[src/rtl/mult_taint_seq_if.sv]
// Operand/result handshake bundle for mult_taint_seq, with a bit-level taint
// shadow alongside every data and control signal.
interface mult_taint_seq_if #(
  parameter int WIDTH = 4
);
  logic                 in_valid;
  logic                 in_valid_t;
  logic                 in_ready;
  logic [WIDTH-1:0]     multiplier;
  logic [WIDTH-1:0]     multiplier_t;
  logic [WIDTH-1:0]     multiplicand;
  logic [WIDTH-1:0]     multiplicand_t;
  logic                 signed_mode;
  logic                 signed_mode_t;
  logic                 out_valid;
  logic                 out_valid_t;
  logic                 out_ready;
  logic [2*WIDTH-1:0]   product;
  logic [2*WIDTH-1:0]   product_t;

  // master: operand issuer plus result consumer
  modport master (
    output in_valid, in_valid_t, multiplier, multiplier_t,
           multiplicand, multiplicand_t, signed_mode, signed_mode_t, out_ready,
    input  in_ready, out_valid, out_valid_t, product, product_t
  );

  modport slave (
    input  in_valid, in_valid_t, multiplier, multiplier_t,
           multiplicand, multiplicand_t, signed_mode, signed_mode_t, out_ready,
    output in_ready, out_valid, out_valid_t, product, product_t
  );
endinterface

[src/rtl/mult_taint_seq.sv]
// Iterative shift-add multiplier with constant latency and conservative
// bit-level taint tracking through datapath and handshake control.
module mult_taint_seq #(
  parameter int WIDTH     = 4,
  parameter bit SIGNED_EN = 1'b1
) (
  input logic            clk,
  input logic            rst,
  mult_taint_seq_if.slave bus
);

  localparam int PW = 2 * WIDTH;
  localparam int SW = 2 * WIDTH + 1;
  localparam int CW = $clog2(WIDTH);

  typedef enum logic [1:0] {S_IDLE, S_RUN, S_FIX, S_DONE} state_t;

  state_t             r_state;
  logic [CW-1:0]      r_cnt;
  logic [WIDTH-1:0]   r_mr;
  logic [WIDTH-1:0]   r_md;
  logic [WIDTH-1:0]   r_mr_t;
  logic [WIDTH-1:0]   r_md_t;
  logic               r_neg;
  logic               r_signed;
  logic               r_smode_t;
  logic               r_ctl_t;
  logic [SW-1:0]      r_sum;
  logic [SW-1:0]      r_sum_t;
  logic               r_in_ready;
  logic               r_out_valid;
  logic               r_out_valid_t;
  logic [PW-1:0]      r_product;
  logic [PW-1:0]      r_product_t;

  logic               w_eff_signed;
  logic               w_sign_a;
  logic               w_sign_b;
  logic [WIDTH-1:0]   w_mag_a;
  logic [WIDTH-1:0]   w_mag_b;
  logic               w_bit;
  logic               w_bit_t;
  logic [SW-1:0]      w_addend;
  logic [SW-1:0]      w_addend_t;
  logic [SW-1:0]      w_or;
  logic [SW-1:0]      w_pref;
  logic [PW-1:0]      w_sum_lo;
  logic               w_whole_t;

  assign w_eff_signed = bus.signed_mode & SIGNED_EN;
  assign w_sign_a     = w_eff_signed & bus.multiplier[WIDTH-1];
  assign w_sign_b     = w_eff_signed & bus.multiplicand[WIDTH-1];
  // A WIDTH-bit two's-complement negate read as unsigned is the exact
  // magnitude, including 2^(WIDTH-1) for the most negative operand.
  assign w_mag_a      = w_sign_a ? -bus.multiplier   : bus.multiplier;
  assign w_mag_b      = w_sign_b ? -bus.multiplicand : bus.multiplicand;

  assign w_bit   = r_mr[r_cnt];
  assign w_bit_t = r_mr_t[r_cnt];

  always_comb begin
    w_addend   = '0;
    w_addend_t = '0;
    if (w_bit | w_bit_t) begin
      w_addend = SW'(r_md) << r_cnt;
    end
    if (w_bit_t) begin
      w_addend_t = SW'({(WIDTH+1){1'b1}}) << r_cnt;
    end else if (w_bit) begin
      w_addend_t = SW'(r_md_t) << r_cnt;
    end
  end

  // Any tainted bit may carry into every bit above it.
  assign w_or = r_sum_t | w_addend_t;
  generate
    for (genvar gi = 0; gi < SW; gi++) begin : g_pref
      assign w_pref[gi] = |w_or[gi:0];
    end
  endgenerate

  assign w_sum_lo  = r_sum[PW-1:0];
  assign w_whole_t = (r_signed & (r_mr_t[WIDTH-1] | r_md_t[WIDTH-1])) | r_smode_t;

  always_ff @(posedge clk or posedge rst) begin
    if (rst) begin
      r_state       <= S_IDLE;
      r_cnt         <= '0;
      r_mr          <= '0;
      r_md          <= '0;
      r_mr_t        <= '0;
      r_md_t        <= '0;
      r_neg         <= 1'b0;
      r_signed      <= 1'b0;
      r_smode_t     <= 1'b0;
      r_ctl_t       <= 1'b0;
      r_sum         <= '0;
      r_sum_t       <= '0;
      r_in_ready    <= 1'b1;
      r_out_valid   <= 1'b0;
      r_out_valid_t <= 1'b0;
      r_product     <= '0;
      r_product_t   <= '0;
    end else begin
      case (r_state)
        S_IDLE: begin
          if (bus.in_valid && r_in_ready) begin
            r_mr       <= w_mag_a;
            r_md       <= w_mag_b;
            r_mr_t     <= bus.multiplier_t;
            r_md_t     <= bus.multiplicand_t;
            r_neg      <= w_sign_a ^ w_sign_b;
            r_signed   <= w_eff_signed;
            r_smode_t  <= bus.signed_mode_t;
            r_ctl_t    <= bus.in_valid_t;
            r_sum      <= '0;
            r_sum_t    <= '0;
            r_cnt      <= '0;
            r_in_ready <= 1'b0;
            r_state    <= S_RUN;
          end
        end
        S_RUN: begin
          r_sum <= r_sum + w_addend;
          if (|w_addend_t) begin
            r_sum_t <= w_pref;
          end
          r_cnt <= r_cnt + CW'(1);
          if (r_cnt == CW'(WIDTH - 1)) begin
            r_state <= S_FIX;
          end
        end
        S_FIX: begin
          r_product   <= r_neg ? -w_sum_lo : w_sum_lo;
          r_product_t <= w_whole_t ? '1 : r_sum_t[PW-1:0];
          r_state     <= S_DONE;
        end
        S_DONE: begin
          // First DONE cycle is the output register stage; valid follows it.
          if (!r_out_valid) begin
            r_out_valid   <= 1'b1;
            r_out_valid_t <= r_ctl_t;
          end else if (bus.out_ready) begin
            r_out_valid   <= 1'b0;
            r_out_valid_t <= 1'b0;
            r_in_ready    <= 1'b1;
            r_state       <= S_IDLE;
          end
        end
        default: begin
          r_state <= S_IDLE;
        end
      endcase
    end
  end

  assign bus.in_ready    = r_in_ready;
  assign bus.out_valid   = r_out_valid;
  assign bus.out_valid_t = r_out_valid_t;
  assign bus.product     = r_product;
  assign bus.product_t   = r_product_t;

endmodule

[src/flat_wrapper.sv]
// flat-port wrapper written by rule: the top's interface ports become plain ports
module mult_taint_seq_flat 
#(
  parameter int WIDTH     = 4,
  parameter bit SIGNED_EN = 1'b1
)
  (clk, rst, bus_in_valid, bus_in_valid_t, bus_multiplier, bus_multiplier_t, bus_multiplicand, bus_multiplicand_t, bus_signed_mode, bus_signed_mode_t, bus_out_ready, bus_in_ready, bus_out_valid, bus_out_valid_t, bus_product, bus_product_t);
  mult_taint_seq_if #(.WIDTH(WIDTH)) bus_i ();
  input logic clk;
  input logic rst;
  input wire logic [$bits(bus_i.in_valid)-1:0] bus_in_valid;
  input wire logic [$bits(bus_i.in_valid_t)-1:0] bus_in_valid_t;
  input wire logic [$bits(bus_i.multiplier)-1:0] bus_multiplier;
  input wire logic [$bits(bus_i.multiplier_t)-1:0] bus_multiplier_t;
  input wire logic [$bits(bus_i.multiplicand)-1:0] bus_multiplicand;
  input wire logic [$bits(bus_i.multiplicand_t)-1:0] bus_multiplicand_t;
  input wire logic [$bits(bus_i.signed_mode)-1:0] bus_signed_mode;
  input wire logic [$bits(bus_i.signed_mode_t)-1:0] bus_signed_mode_t;
  input wire logic [$bits(bus_i.out_ready)-1:0] bus_out_ready;
  output wire logic [$bits(bus_i.in_ready)-1:0] bus_in_ready;
  output wire logic [$bits(bus_i.out_valid)-1:0] bus_out_valid;
  output wire logic [$bits(bus_i.out_valid_t)-1:0] bus_out_valid_t;
  output wire logic [$bits(bus_i.product)-1:0] bus_product;
  output wire logic [$bits(bus_i.product_t)-1:0] bus_product_t;
  assign bus_i.in_valid = bus_in_valid;
  assign bus_i.in_valid_t = bus_in_valid_t;
  assign bus_i.multiplier = bus_multiplier;
  assign bus_i.multiplier_t = bus_multiplier_t;
  assign bus_i.multiplicand = bus_multiplicand;
  assign bus_i.multiplicand_t = bus_multiplicand_t;
  assign bus_i.signed_mode = bus_signed_mode;
  assign bus_i.signed_mode_t = bus_signed_mode_t;
  assign bus_i.out_ready = bus_out_ready;
  assign bus_in_ready = bus_i.in_ready;
  assign bus_out_valid = bus_i.out_valid;
  assign bus_out_valid_t = bus_i.out_valid_t;
  assign bus_product = bus_i.product;
  assign bus_product_t = bus_i.product_t;
  mult_taint_seq #(.WIDTH(WIDTH), .SIGNED_EN(SIGNED_EN)) u_core (.clk(clk), .rst(rst), .bus(bus_i));
endmodule
[config.mk]
export PLATFORM = sky130hd
export DESIGN_NAME = mult_taint_seq_flat
export DESIGN_NICKNAME = d
export VERILOG_FILES = /design/src/rtl/mult_taint_seq_if.sv /design/src/rtl/mult_taint_seq.sv /design/src/flat_wrapper.sv
export SDC_FILE = /design/constraint.sdc
export NUM_CORES = 1
export LEC_CHECK = 0
export CAP_MARGIN = 15
export CORE_UTILIZATION = 50
export CTS_BUF_LIST = sky130_fd_sc_hd__clkbuf_8
export DETAILED_ROUTE_END_ITERATION = 8
export PLACE_DENSITY = 0.76
export REMOVE_ABC_BUFFERS = 1
export SLEW_MARGIN = 20
export SYNTH_ARGS = -nofsm -noshare
export SYNTH_HDL_FRONTEND = slang
export SYNTH_SLANG_ARGS = --single-unit
[constraint.sdc]
create_clock -name clk -period 2.79 [get_ports clk]
set_input_delay 0.558 -clock clk [delete_from_list [all_inputs] [get_ports clk]]
set_output_delay 0.558 -clock clk [all_outputs]
set_load 0.02 [all_outputs]
==> metrics.md <==
| Metric | Value |
|---|---|
| Primary FF master, synth | `dfrtp_1` |
| Critical Path, Cell by Cell | `mux4_2 > nor2_4 > nor3_2 > ha_1 > a21o_1 > a21o_1 > a2111o_1 > a311o_1 > o211ai_1` |
| Crit path launch type | `flop` |
| Core box area | `6420 um^2` |
| Clk buf depth | `2` |
| Dominant cell type by area after synthesis | `dfrtp_1` |
| Vias | `2640` |
| Asr flop ratio synth | `1.00` |
| Fmax | `373 MHz` |
| Post-synth cell types | `55` |
| CP dominant cell by count | `a21o_1` |
| Die Area | `7040 um^2` |
| Post-DP HPWL | `4970 um` |
| CP max-delay cell | `mux4_2` |
| First-pass GRT wire length | `12100 um` |
| Max transition margin | `0.566` |
| Vias in the first global route | `2596` |
| Outcome | `finished with violations` |
| Setup Slack @ Placement | `-0.0826 ns` |
| Crit Path Max Fanout | `4` |
| DR top layer | `met4` |
| Worst setup EP type | `flop` |
| Seq/Total Area, Yosys | `0.441` |
| Yosys warnings | `0` |
| Synth top area share | `0.433` |
| Worst Path Arrival | `2.94 ns` |
| Worst Clk Skew | `0.00771 ns` |
| Tcrit/Tclk final | `0.960` |
| Vias per cell | `5.55` |
| Layout cells sized above 1 | `0.160` |
| FF-to-FF setup slack | `0.11 ns` |
| M1 WL | `3340 um` |
| Mapped cell area | `3350 um^2` |
| Max-slew violations | `0` |
| Synth-to-layout area growth | `25.1%` |
| Top-count cell post-synth | `dfrtp_1` |
| Pin count of the biggest net entering global routing | `37` |
| Initial antenna violation count | `0` |
| Total grt overflow | `0` |
| Synth area leaders | `dfrtp_1, ha_1, mux2_2` |
| WL final | `6810 um` |
| Post-synthesis cell count | `336` |
| Reg clk slew, reported paths | `0.07 ns` |
| CTS Buf Count | `9` |
| Worst path max stage delay | `0.56 ns` |
| Routed wl met3 | `231 um` |
| Final Hold Fails | `0` |
| Die height | `83.9 um` |
| Setup Viol. Count Final | `0` |
| Worst slew pin tran | `0.649 ns` |
| Clk_lat worst skew | `0.34 ns` |
| Root buffer cell | `clkbuf_8` |
| GP Congestion | `0.858` |
| PnR worst setup slack | `0.111 ns` |
| Max Cap Viol | `0` |
| Power Dens Cells | `405 nW/um^2` |
| Peak VDD IR | `0.295 mV` |
| Clock period minus worst slack | `2.68 ns` |
| Avg Synthesized Cell Area | `9.98 um^2` |
| Largest delay share family, worst path | `compound AO/OA/AOI/OAI gates` |
| Crit Path Class | `flop to flop` |
| Die W | `83.9 um` |
| Global Route Usage Sum | `0.217` |
| N_diodes | `0` |
| RSZ-0062 raised after global routing | `yes` |
| Buffers on Ports | `41` |
| Initial core utilization | `0.522` |
| Leak Pwr | `0.00193 uW` |
| Failing checks | `DRC` |
| Final setup TNS | `0 ns` |
| Post-route ant nets | `0` |
| Top cells by count, synth | `dfrtp_1, nand2_1, nor2_1, o21ai_0, inv_1` |
| IO Count | `42` |
| DRC | `5` |
| Worst Path Required | `3.05 ns` |
| CTS tree | `done` |
| Number of synthesized flops with an enable pin | `0` |
| Initial DRC Count | `107` |
| First-pass DRT Iterations | `6` |
| Clk sinks | `59` |
| H-tree levels | `3` |
| Wire per inst | `14.3 um` |
| Final #Nets | `435` |
| Tightest Hold Check Type | `flop to flop` |
| Rows | `29` |
| Routed met2 length | `3140 um` |
| Synth Register Bits | `59` |
| CP Buf/Inv Count | `0` |
## worst register-to-register path, cell delays in order, from the launching register on
cell,delay [ns]
dfrtp_2,0.41
mux4_2,0.56
nor2_4,0.18
nor3_2,0.06
ha_1,0.28
a21o_1,0.15
a21o_1,0.17
a2111o_1,0.43
a311o_1,0.27
o211ai_1,0.09
## final cells by class
| class | instances | area [um^2] |
|---|---|---|
| multi-input combinational | 241 | 1760 |
| inverter | 22 | 82.6 |
| clock inverter | 5 | 46.3 |
| fill | 521 | 2220 |
| timing repair buffer | 61 | 581 |
| clock buffer | 11 | 151 |
| tap | 77 | 96.3 |
| sequential | 59 | 1480 |
## kinds of logic (layout without fill, tap and decap cells)
group           after synthesis  in the layout  synth area share
buf+inv                      36             99            0.0455
mux                          23             23            0.0809
flops                        59             59             0.441
simple gates                 98             98             0.140
fa+ha+maj                    18             18            0.0694
xor+xnor                     12             12            0.0313
compound gates               90             90             0.192
## per-layer routing
metal,global-route usage,vias to the layer above
met2,0.332,45
met1,0.298,1262
met3,0.0593,10
li1,-,1323
met5,0,-
met4,0.0690,0
## flip-flops by register name, indices dropped and copies added, names as in the netlist
| register | count |
|---|---|
| u_core.bus.out_valid_t | 1 |
| u_core.r_ctl_t | 1 |
| u_core.r_mr_t | 4 |
| u_core.r_md_t | 4 |
| u_core.r_state | 2 |
| u_core.r_neg | 1 |
| u_core.bus.out_valid | 1 |
| u_core.bus.in_ready | 1 |
| u_core.r_mr | 4 |
| u_core.r_smode_t | 1 |
| u_core.bus.product_t | 8 |
| u_core.r_sum | 8 |
| u_core.r_md | 4 |
| u_core.bus.product | 8 |
| u_core.r_signed | 1 |
| u_core.r_sum_t | 8 |
| u_core.r_cnt | 2 |
## what timing repair did
item / CTS / global route
hold buffers: 0 / 0
pin swaps: 2 / 6
setup endpoints to repair: 1 / 2
setup buffers: 0 / 2
gates resized for setup: 2 / 9
## power by group
part	internal, uW	switching (uW)
sequential	856	0
clock	450	324
combinational	37.2	32.7
## metrics by stage
step                utilization  hold slack [ns]  area, um^2  instances  power, uW
floorplan                     -            0.448        3280        322        897
global placement          0.613            0.466        3940        458        942
detailed placement        0.613            0.468        3940        458        943
CTS                       0.645            0.484        4140        474       1720
global route              0.654            0.504        4200        476       1770
finish                    0.654            0.477        4200        476       1700
## path summary, 6_finish.rpt
kind / startpoint / endpoint / cells after the start
worst min register to register: u_core.r_sum_t[7]$_DFFE_PP0P_ / u_core.r_sum_t[7]$_DFFE_PP0P_ / 2
min in group asynchronous: rst / u_core.r_sum_t[7]$_DFFE_PP0P_ / 2
max in group asynchronous: rst / u_core.r_cnt[0]$_DFFE_PP0P_ / 3
worst max-delay path: u_core.r_cnt[0]$_DFFE_PP0P_ / u_core.r_sum[7]$_DFFE_PP0P_ / 9
worst min-delay path: u_core.r_sum_t[7]$_DFFE_PP0P_ / u_core.r_sum_t[7]$_DFFE_PP0P_ / 2
worst max register to register: u_core.r_cnt[0]$_DFFE_PP0P_ / u_core.r_sum[7]$_DFFE_PP0P_ / 9
## placed cells by master (no fill, tap or decap), drive strengths merged, types with 5 or more instances in the layout
cell            n
dfrtp          58
clkdlybuf4s50  41
nand2          38
o21ai          27
inv            25
nor2           23
buf            20
ha             17
a21oi          14
mux2           13
clkbuf         11
o22a            9
mux2i           8
nand3           7
xor2            7
nor3            6
a31oi           5
xnor2           5
Note: power is estimated with default switching activity, not from simulation.
